[config.mk]
export PLATFORM = sky130hd
export DESIGN_NAME = mango_bus_target
export DESIGN_NICKNAME = d
export VERILOG_FILES = /design/src/rtl/mango_bus_target.sv
export SDC_FILE = /design/constraint.sdc
export NUM_CORES = 1
export LEC_CHECK = 0
export CORE_ASPECT_RATIO = 0.6
export CORE_MARGIN = 1
export CORE_UTILIZATION = 55
export CTS_CLUSTER_SIZE = 40
export DETAILED_ROUTE_END_ITERATION = 6
export GPL_ROUTABILITY_DRIVEN = 0
export GPL_TIMING_DRIVEN = 0
export PLACE_DENSITY = 0.72
export REMOVE_ABC_BUFFERS = 1
export SLEW_MARGIN = 20
export SYNTH_ARGS = -nofsm -noshare
export SYNTH_HDL_FRONTEND = slang
export SYNTH_SLANG_ARGS = --single-unit
[constraint.sdc]
create_clock -name clk -period 2.81 [get_ports clk]
set_input_delay 0.281 -clock clk [delete_from_list [all_inputs] [get_ports clk]]
set_output_delay 0.281 -clock clk [all_outputs]
set_load 0.05 [all_outputs]
[src/rtl/mango_bus_target.sv]
// mango_bus_target: Mango2 bus responder with 64-byte scratch RAM, interval timer, IRQ and NMI generation
//   clk, reset (async, active-low)
//   address_bus/data_out/write_enable: CPU address, write data and write strobe
//   data_in: read data (0x00 outside read ACK cycles), ready: low while a selected access waits
//   IRQ: TF & IE level, NMI: 2-cycle pulse on synchronized nmi_btn rising edge
module mango_bus_target #(
   parameter logic [15:0] BASE_ADDR   = 16'hD000,
   parameter int          WAIT_STATES = 1
) (
   input  logic        clk,
   input  logic        reset,
   input  logic [15:0] address_bus,
   input  logic [7:0]  data_out,
   input  logic        write_enable,
   output logic [7:0]  data_in,
   output logic        ready,
   output logic        IRQ,
   output logic        NMI,
   input  logic        nmi_btn
);
   localparam logic [3:0] WS = 4'(WAIT_STATES);
   typedef enum logic [1:0] {IDLE, WAIT, ACK} state_t;
   state_t      state;
   logic [3:0]  cnt;
   logic        sel, ack, wr, rd_ack, tf_set, rise;
   logic [6:0]  off;
   logic        ten, ie, tf, nf;
   logic [15:0] reload, count;
   logic [7:0]  shadow, reg_data;
   logic [2:0]  sync;
   logic [1:0]  pcnt;
   logic [7:0]  ram [64];
   assign sel    = address_bus[15:7] == BASE_ADDR[15:7];
   assign off    = address_bus[6:0];
   assign ack    = sel & ((WS == 4'd0) | (state == ACK));
   assign wr     = ack & write_enable;
   assign rd_ack = ack & !write_enable;
   assign ready  = !sel | (state == ACK);
   assign tf_set = ten & (count == 16'd0);
   assign rise   = sync[1] & !sync[2];
   assign IRQ    = tf & ie;
   assign NMI    = pcnt != 2'd0;
   // cnt holds the ready-low cycles still owed; the IDLE cycle that sees sel is the first of them
   always_ff @(posedge clk or negedge reset) begin
      if (!reset) begin
         state <= IDLE;
         cnt   <= 4'd0;
      end else if (WS == 4'd0) begin
         state <= IDLE;
      end else begin
         case (state)
            IDLE: if (sel) begin
               state <= (WS == 4'd1) ? ACK : WAIT;
               cnt   <= WS - 4'd1;
            end
            WAIT: if (!sel) state <= IDLE;
               else if (cnt == 4'd1) state <= ACK;
               else cnt <= cnt - 4'd1;
            default: state <= IDLE;
         endcase
      end
   end
   always_ff @(posedge clk or negedge reset) begin
      if (!reset) begin
         ten    <= 1'b0;
         ie     <= 1'b0;
         reload <= 16'd0;
         count  <= 16'd0;
         tf     <= 1'b0;
         nf     <= 1'b0;
         shadow <= 8'd0;
      end else begin
         if (wr && off == 7'h40) {ie, ten} <= data_out[1:0];
         if (wr && off == 7'h41) reload[7:0] <= data_out;
         if (wr && off == 7'h42) reload[15:8] <= data_out;
         count <= (wr && off == 7'h40 && data_out[0] && !ten) ? reload :
                  !ten ? count : (count == 16'd0) ? reload : count - 16'd1;
         tf <= tf_set | (tf & !(wr && off == 7'h43 && data_out[0]));
         nf <= rise | (nf & !(wr && off == 7'h43 && data_out[1]));
         if (rd_ack && off == 7'h44) shadow <= count[15:8];
      end
   end
   // sync[1:0] is the two-flop synchronizer, sync[2] the previous value for edge detection
   always_ff @(posedge clk or negedge reset) begin
      if (!reset) begin
         sync <= 3'd0;
         pcnt <= 2'd0;
      end else begin
         sync <= {sync[1:0], nmi_btn};
         pcnt <= rise ? 2'd2 : (pcnt != 2'd0) ? pcnt - 2'd1 : 2'd0;
      end
   end
   always_ff @(posedge clk) begin
      if (wr && reset && !off[6]) ram[off[5:0]] <= data_out;
   end
   always_comb begin
      reg_data = (off == 7'h40) ? {6'd0, ie, ten} :
                 (off == 7'h41) ? reload[7:0] :
                 (off == 7'h42) ? reload[15:8] :
                 (off == 7'h43) ? {6'd0, nf, tf} :
                 (off == 7'h44) ? count[7:0] :
                 (off == 7'h45) ? shadow : 8'h00;
      data_in = !rd_ack ? 8'h00 : off[6] ? reg_data : ram[off[5:0]];
   end
endmodule

==> flow_metrics.py, run 1 <==
metrics = {
    "run_status": {
        "status": "finished, violations left",
        "violations": "setup timing",
    },
    "finish": {
        "drive_above_1_share_pct": 25.5,
        "antenna_cells": 0,
        "mostFrequentLayoutCells": "512 x edfxtp_1, 94 x mux4_2, 78 x mux2i_1",
        "areaGrowthSynthToFinish_pct": 14.2,
        "final_common_cell": "edfxtp_1",
        "stdcell_count": 1993,
        "nNetsFinal": 1431,
    },
    "synth": {
        "post_synth_xor_area_fraction_pct": 0,
        "synthTopCellsByArea": "edfxtp_1 66%, mux4_2 9.0%, dfrtp_1 5.4%",
        "ys_ff_latch": 562,
        "syn_inst": 1333,
        "synth_top_family_by_area": "multiplexers",
        "synth_compound_area_share_pct": 5.46,
        "muxShareOfSynthArea_pct": 14.7,
        "syn_avg_cell_area_um2": 17.3,
        "seq_area_frac_synth_pct": 71.9,
        "synth_area_leader_cell": "edfxtp_1",
        "synthAdderAreaFrac_pct": 0.108,
        "syn_area_um2": 23100,
        "async_reset_ff_share_pct": 8.90,
        "synth_top_area_share_pct": 66.5,
        "yosys_warnings": 0,
        "synth-simple-area-share_pct": 5.69,
        "synth_flop_cell": "edfxtp_1",
        "synth_edf_count": 512,
        "ys_types": 75,
    },
    "drt": {
        "wire_per_inst_um": 31.1,
        "drc_errors": 0,
        "vias": 13700,
        "finalWirelength_um": 62000,
        "drtAntennaViolNets": 0,
        "viasPerCell": 6.86,
        "first_pass_iters": 6,
        "drt_iter0_drc": 1997,
    },
    "setup_path": {
        "cp_data_arrival_time_ns": 2.70,
        "crit_type": "flop to output pin",
        "r2r-end": "ram[26][5]",
        "critPathLaunch": "ram[54][6]",
        "r2r-start": "state[1]",
        "crit_end": "data_in[6]",
        "cp_max_fo": 1,
        "worstSetupEndpointType": "output pin",
        "reg2reg_depth": 5,
        "cp.required_ns": 2.53,
        "rrSetupSlack_ns": 0,
        "cp-start-kind": "flop",
    },
    "floorplan": {
        "die_w_um": 267,
        "die_h_um": 161,
        "rows": 57,
        "core_um2": 40900,
        "io_pins": 39,
        "start_util_pct": 56.5,
        "dieArea_um2": 42900,
    },
    "global_routing": {
        "grt_first_pass_wirelength_um": 90400,
        "use_met2_pct": 39.7,
        "busiest_layer": "met1",
        "antenna_found_initial": 1,
        "grt_pass1_vias": 13100,
        "use_met3_pct": 9.15,
        "grt_max_degree": 70,
        "grt_usage_pct": 29.5,
        "grt.met1_usage_pct": 46.5,
        "gr-total-overflow": 0,
    },
    "sta": {
        "fin_skew_ns": 0.0122,
        "final_min_period_over_clock_period_pct": 106,
        "tightestPinTransition_ns": 1.06,
        "slew_viol_final": 0,
        "rsz0062_at_grt": "yes",
        "finalSetupViolations": 23,
        "fin_crit_ns": 2.98,
        "relSlewSlack_pct": 29.1,
        "setup_ws_ns": -0.172,
        "hold_violations": 0,
        "fmax_mhz": 335,
    },
    "cts": {
        "path_clk_slew_ns": 0.07,
        "cts_buffers": 48,
        "clk-insertion-delay-late_ns": 0.57,
        "cts_root_buf": "clkbuf_16",
        "cts-htree-levels": 2,
        "clk_path_buf_depth": 3,
        "clock-sinks": 562,
        "cts_tree": "built",
    },
    "power": {
        "ir_drop_mv": 0.725,
        "p_leak_nw": 8.72,
        "p_total_mw": 16.3,
        "power_density_nw_per_um2": 618,
    },
    "flow_run": {
        "max_cap_violations": 0,
    },
    "placement": {
        "place_ws_ns": -1.96,
        "port_buffers": 38,
        "dp_hpwl_um": 35500,
        "dp_cells": 1869,
    },
    "worst_hold_path": {
        "hp-class": "primary input to flop",
    },
}
-- flip-flops by register name, indices dropped and copies added, names as in the netlist --
register / flops
ten: 1
tf: 1
shadow: 8
sync: 3
pcnt: 2
reload: 16
count: 16
ie: 1
nf: 1
ram: 512
state: 1
-- worst min-delay path by stage --
stage / from / endpoint / slack, ns / cells past startpoint
2_1_floorplan: reset / count[0] / -0.01 / 0
3_3_place_gp: sync[0] / sync[1] / 0.34 / 0
3_5_place_dp: reset / shadow[2] / 0.35 / 1
4_1_cts: nmi_btn / sync[0] / 0.13 / 1
5_1_grt: nmi_btn / sync[0] / 0.13 / 1
6_report: nmi_btn / sync[0] / 0.14 / 1
-- per-stage QoR --
step	instance area, um2	util (%)	hold slack (ns)	setup TNS (ns)
global route	26400	64.5	0.134	-1.98
finish	26400	64.5	0.140	-1.04
floorplan	22700	-	-0.0146	-0.0878
detailed placement	23900	58.5	0.354	-445.28
CTS	26100	63.8	0.129	-0.535
global placement	23800	58.0	0.335	-5378.52
-- routing by layer --
layer | routed length [um] | vias up
met3 | 9340 | 126
met5 | 0 | -
met1 | 25200 | 6961
li1 | - | 5489
met2 | 25900 | 1088
met4 | 1510 | 0
-- layout make-up --
class	instances	area, um2
tap	560	701
inverter	15	70.1
sequential	562	16600
timing repair buffer	87	1210
timing repair inverter	1	7.51
clock buffer	57	1240
multi-input combinational	686	6420
clock inverter	25	134
fill	2822	14500
-- where the power goes --
part | switching [mW] | internal [mW]
logic | 0.681 | 0.408
registers | 0.00242 | 9.12
clock network | 2.95 | 3.15
-- kinds of logic (layout without fill, tap and decap cells) --
family | Yosys count | in the layout
flops | 562 | 562
fa+ha+maj | 2 | 2
buf+inv | 85 | 185
simple gates | 281 | 281
mux | 215 | 215
compound gates | 188 | 188
-- synthesized netlist by cell type, types with 9 or more instances --
cell type / count
edfxtp_1: 512
nor2_1: 112
mux4_2: 92
mux2i_1: 88
nand2_1: 72
dfrtp_1: 50
a21oi_1: 41
o21ai_0: 31
buf_2: 24
nand3_1: 23
clkbuf_1: 21
mux2_1: 18
o21ai_1: 16
o22ai_1: 16
inv_1: 15
nor3_1: 15
mux2_2: 14
a311oi_1: 11
buf_6: 11
o211ai_1: 10
buf_4: 9
-- repair_timing --
action,CTS,global route
buffers inserted,21,7
resized for setup,114,78
pin swaps,8,5
gates cloned,12,0
hold buffers,2,0
hold endpoints to repair,50,0
endpoints found under the setup margin,502,273
-- critical path, stage by stage, from the launching register on --
cell      delay, ns
edfxtp_1       0.37
mux4_2         0.52
mux4_2         0.52
nor2_4         0.13
a311oi_4       0.07
o311a_1        0.35
buf_6          0.16
Power figures use the tool's default switching activity.
==> inputs of run 2 (changes only) <==
--- a/config.mk
+++ b/config.mk
@@ -14,6 +14,7 @@
 export GPL_TIMING_DRIVEN = 0
 export PLACE_DENSITY = 0.72
 export REMOVE_ABC_BUFFERS = 1
+export SKIP_LAST_GASP = 1
 export SLEW_MARGIN = 20
 export SYNTH_ARGS = -nofsm -noshare
 export SYNTH_HDL_FRONTEND = slang
==> run 2 against run 1 <==
  * The run still ends with setup timing left
  * Fmax down 1.7%
  * Sequential cell count unchanged
  * Design area down 0.70%
  * Global-route usage unchanged
  * Clock skew down 0.0034 ns
  * Register-to-register slack worse by 0.07 ns
  * Via count up 0.40%
  * Core utilization down 0.45 points
  * Final cell count down 0.20%
  * Sequential share of layout area up 0.44 points
  * Largest cell class unchanged
  * Largest power group unchanged
==> flow_metrics.py, run 2 (synthesis results as in run 1) <==
metrics = {
    "run_status": {
        "status": "finished, violations left",
        "violations": "setup timing",
    },
    "finish": {
        "utilization_pct": 64.1,
        "largest_register_ffs": 512,
        "mostFrequentLayoutCells": "512 x edfxtp_1, 94 x mux4_2, 80 x mux2i_1",
        "drive_above_1_share_pct": 22.7,
        "final_common_cell": "edfxtp_1",
        "nNetsFinal": 1427,
        "areaGrowthSynthToFinish_pct": 13.4,
        "antenna_cells": 0,
    },
    "sta": {
        "setup_ws_ns": -0.224,
        "fmax_mhz": 330,
        "relSlewSlack_pct": 30.7,
        "slew_viol_final": 0,
        "finalSetupViolations": 30,
        "rsz0062_at_grt": "yes",
        "tightestPinTransition_ns": 1.03,
        "hold_violations": 0,
        "fin_skew_ns": 0.00878,
        "tns_ns": -2.37,
        "fin_crit_ns": 3.03,
        "final_min_period_over_clock_period_pct": 108,
    },
    "drt": {
        "viasPerCell": 6.90,
        "vias": 13700,
        "first_pass_iters": 6,
        "wire_per_inst_um": 31.0,
        "drtAntennaViolNets": 0,
        "drt_iter0_drc": 2060,
        "drc_errors": 0,
        "finalWirelength_um": 61700,
    },
    "cts": {
        "path_clk_slew_ns": 0.06,
        "cts_tree": "built",
        "cts-htree-levels": 2,
        "clk_path_buf_depth": 3,
        "cts_buffers": 48,
        "clk-insertion-delay-late_ns": 0.57,
        "clock-sinks": 562,
        "cts_root_buf": "clkbuf_16",
    },
    "power": {
        "p_total_mw": 16.3,
        "power_density_nw_per_um2": 621,
        "p_leak_nw": 8.69,
        "ir_drop_mv": 0.731,
    },
    "placement": {
        "dp_hpwl_um": 35500,
        "port_buffers": 38,
        "place_ws_ns": -1.96,
    },
    "setup_path": {
        "critPathLaunch": "address_bus[5]",
        "cp-start-kind": "primary input",
        "cp_data_arrival_time_ns": 2.75,
        "path_common_cell": "buf_4",
        "r2r-start": "state[1]",
        "cp_max_fo": 23,
        "cp.required_ns": 2.53,
        "slowest_stage": "buf_2",
        "crit_buf_inv": 4,
        "path_cells": "buf_2 > clkinvlp_4 > buf_4 > nand3_1 > o22ai_1 > nor2_1 > a31o_1 > buf_4",
        "crit_type": "primary input to output pin",
        "crit_family": "buffers and inverters",
        "worstSetupEndpointType": "output pin",
        "crit_path_max_incr_delay_ns": 0.51,
    },
    "floorplan": {
        "core_um2": 40900,
        "die_w_um": 267,
        "start_util_pct": 56.5,
        "dieArea_um2": 42900,
        "rows": 57,
        "die_h_um": 161,
        "io_pins": 39,
    },
    "worst_hold_path": {
        "min_from": "nmi_btn",
        "hp-class": "primary input to flop",
    },
    "global_routing": {
        "grt_first_pass_wirelength_um": 90400,
        "gr-total-overflow": 0,
        "grt_max_degree": 70,
        "antenna_found_initial": 1,
        "grt_pass1_vias": 13100,
        "grt_usage_pct": 29.5,
    },
    "flow_run": {
        "max_cap_violations": 0,
    },
}
run 2: cell types whose count changed in the layout (fill, tap and decap cells not counted), moves of 3 or more:
cell and change:
nand3_2 -3, buf_4 -3, nand3_1 +3, nor2_2 -29, nor2_1 +30
run 2: through the flow:
step	cell area [um2]	hold slack [ns]	std cells
2_1_floorplan	22700	-0.0146	1263
3_3_place_gp	23800	0.335	1861
3_5_place_dp	23900	0.354	1869
4_1_cts	26100	0.129	1986
5_1_grt	26200	0.135	1989
6_report	26200	0.142	1989
run 2: layout make-up:
class                      count  area [um2]
clock buffer                  57        1240
clock inverter                25         134
fill                        2843       14700
inverter                      15        70.1
multi-input combinational    686        6280
sequential                   562       16600
tap                          560         701
timing repair buffer          83        1160
timing repair inverter         1        7.51
run 2: worst reg2reg max path: stages (launching register included):
cell and delay (ns):
dfrtp_1 0.40, and2_1 0.15, and4_1 0.32, and4_1 0.28
nand2_1 0.46, nor2_1 0.90
run 2: per-layer routing:
layer / part of all wire, % / wire length, um / vias to the layer above / track usage [%]
met5: 0 / 0 / - / 0
met4: 2.9 / 1760 / 0 / 7.42
met3: 14 / 8950 / 155 / 9.46
met2: 42 / 25900 / 1095 / 40.1
met1: 41 / 25200 / 6993 / 46.1
li1: - / - / 5476 / -
run 2: repair_timing:
item,4_1_cts,5_1_grt
setup buffers,21,3
setup endpoints to repair,502,254
hold endpoints to repair,50,0
gates cloned,12,0
gates resized for setup,109,43
hold buffers,2,0
pin swaps,8,4
run 2: final timing paths:
check | endpoint | slack, ns | depth (start not counted)
min in group asynchronous | count[8] | 0.30 | 3
worst max-delay path | data_in[5] | -0.22 | 8
worst max register to register | ram[1][3] | -0.07 | 5
worst min-delay path | sync[0] | 0.14 | 1
max in group asynchronous | nf | 2.29 | 3
worst min register to register | sync[1] | 0.38 | 0
run 2: where the power goes:
group          switching [mW]  internal (mW)  total, mW
sequential            0.00245           9.12       9.12
combinational           0.670          0.398       1.07
clock                    2.94           3.15       6.09
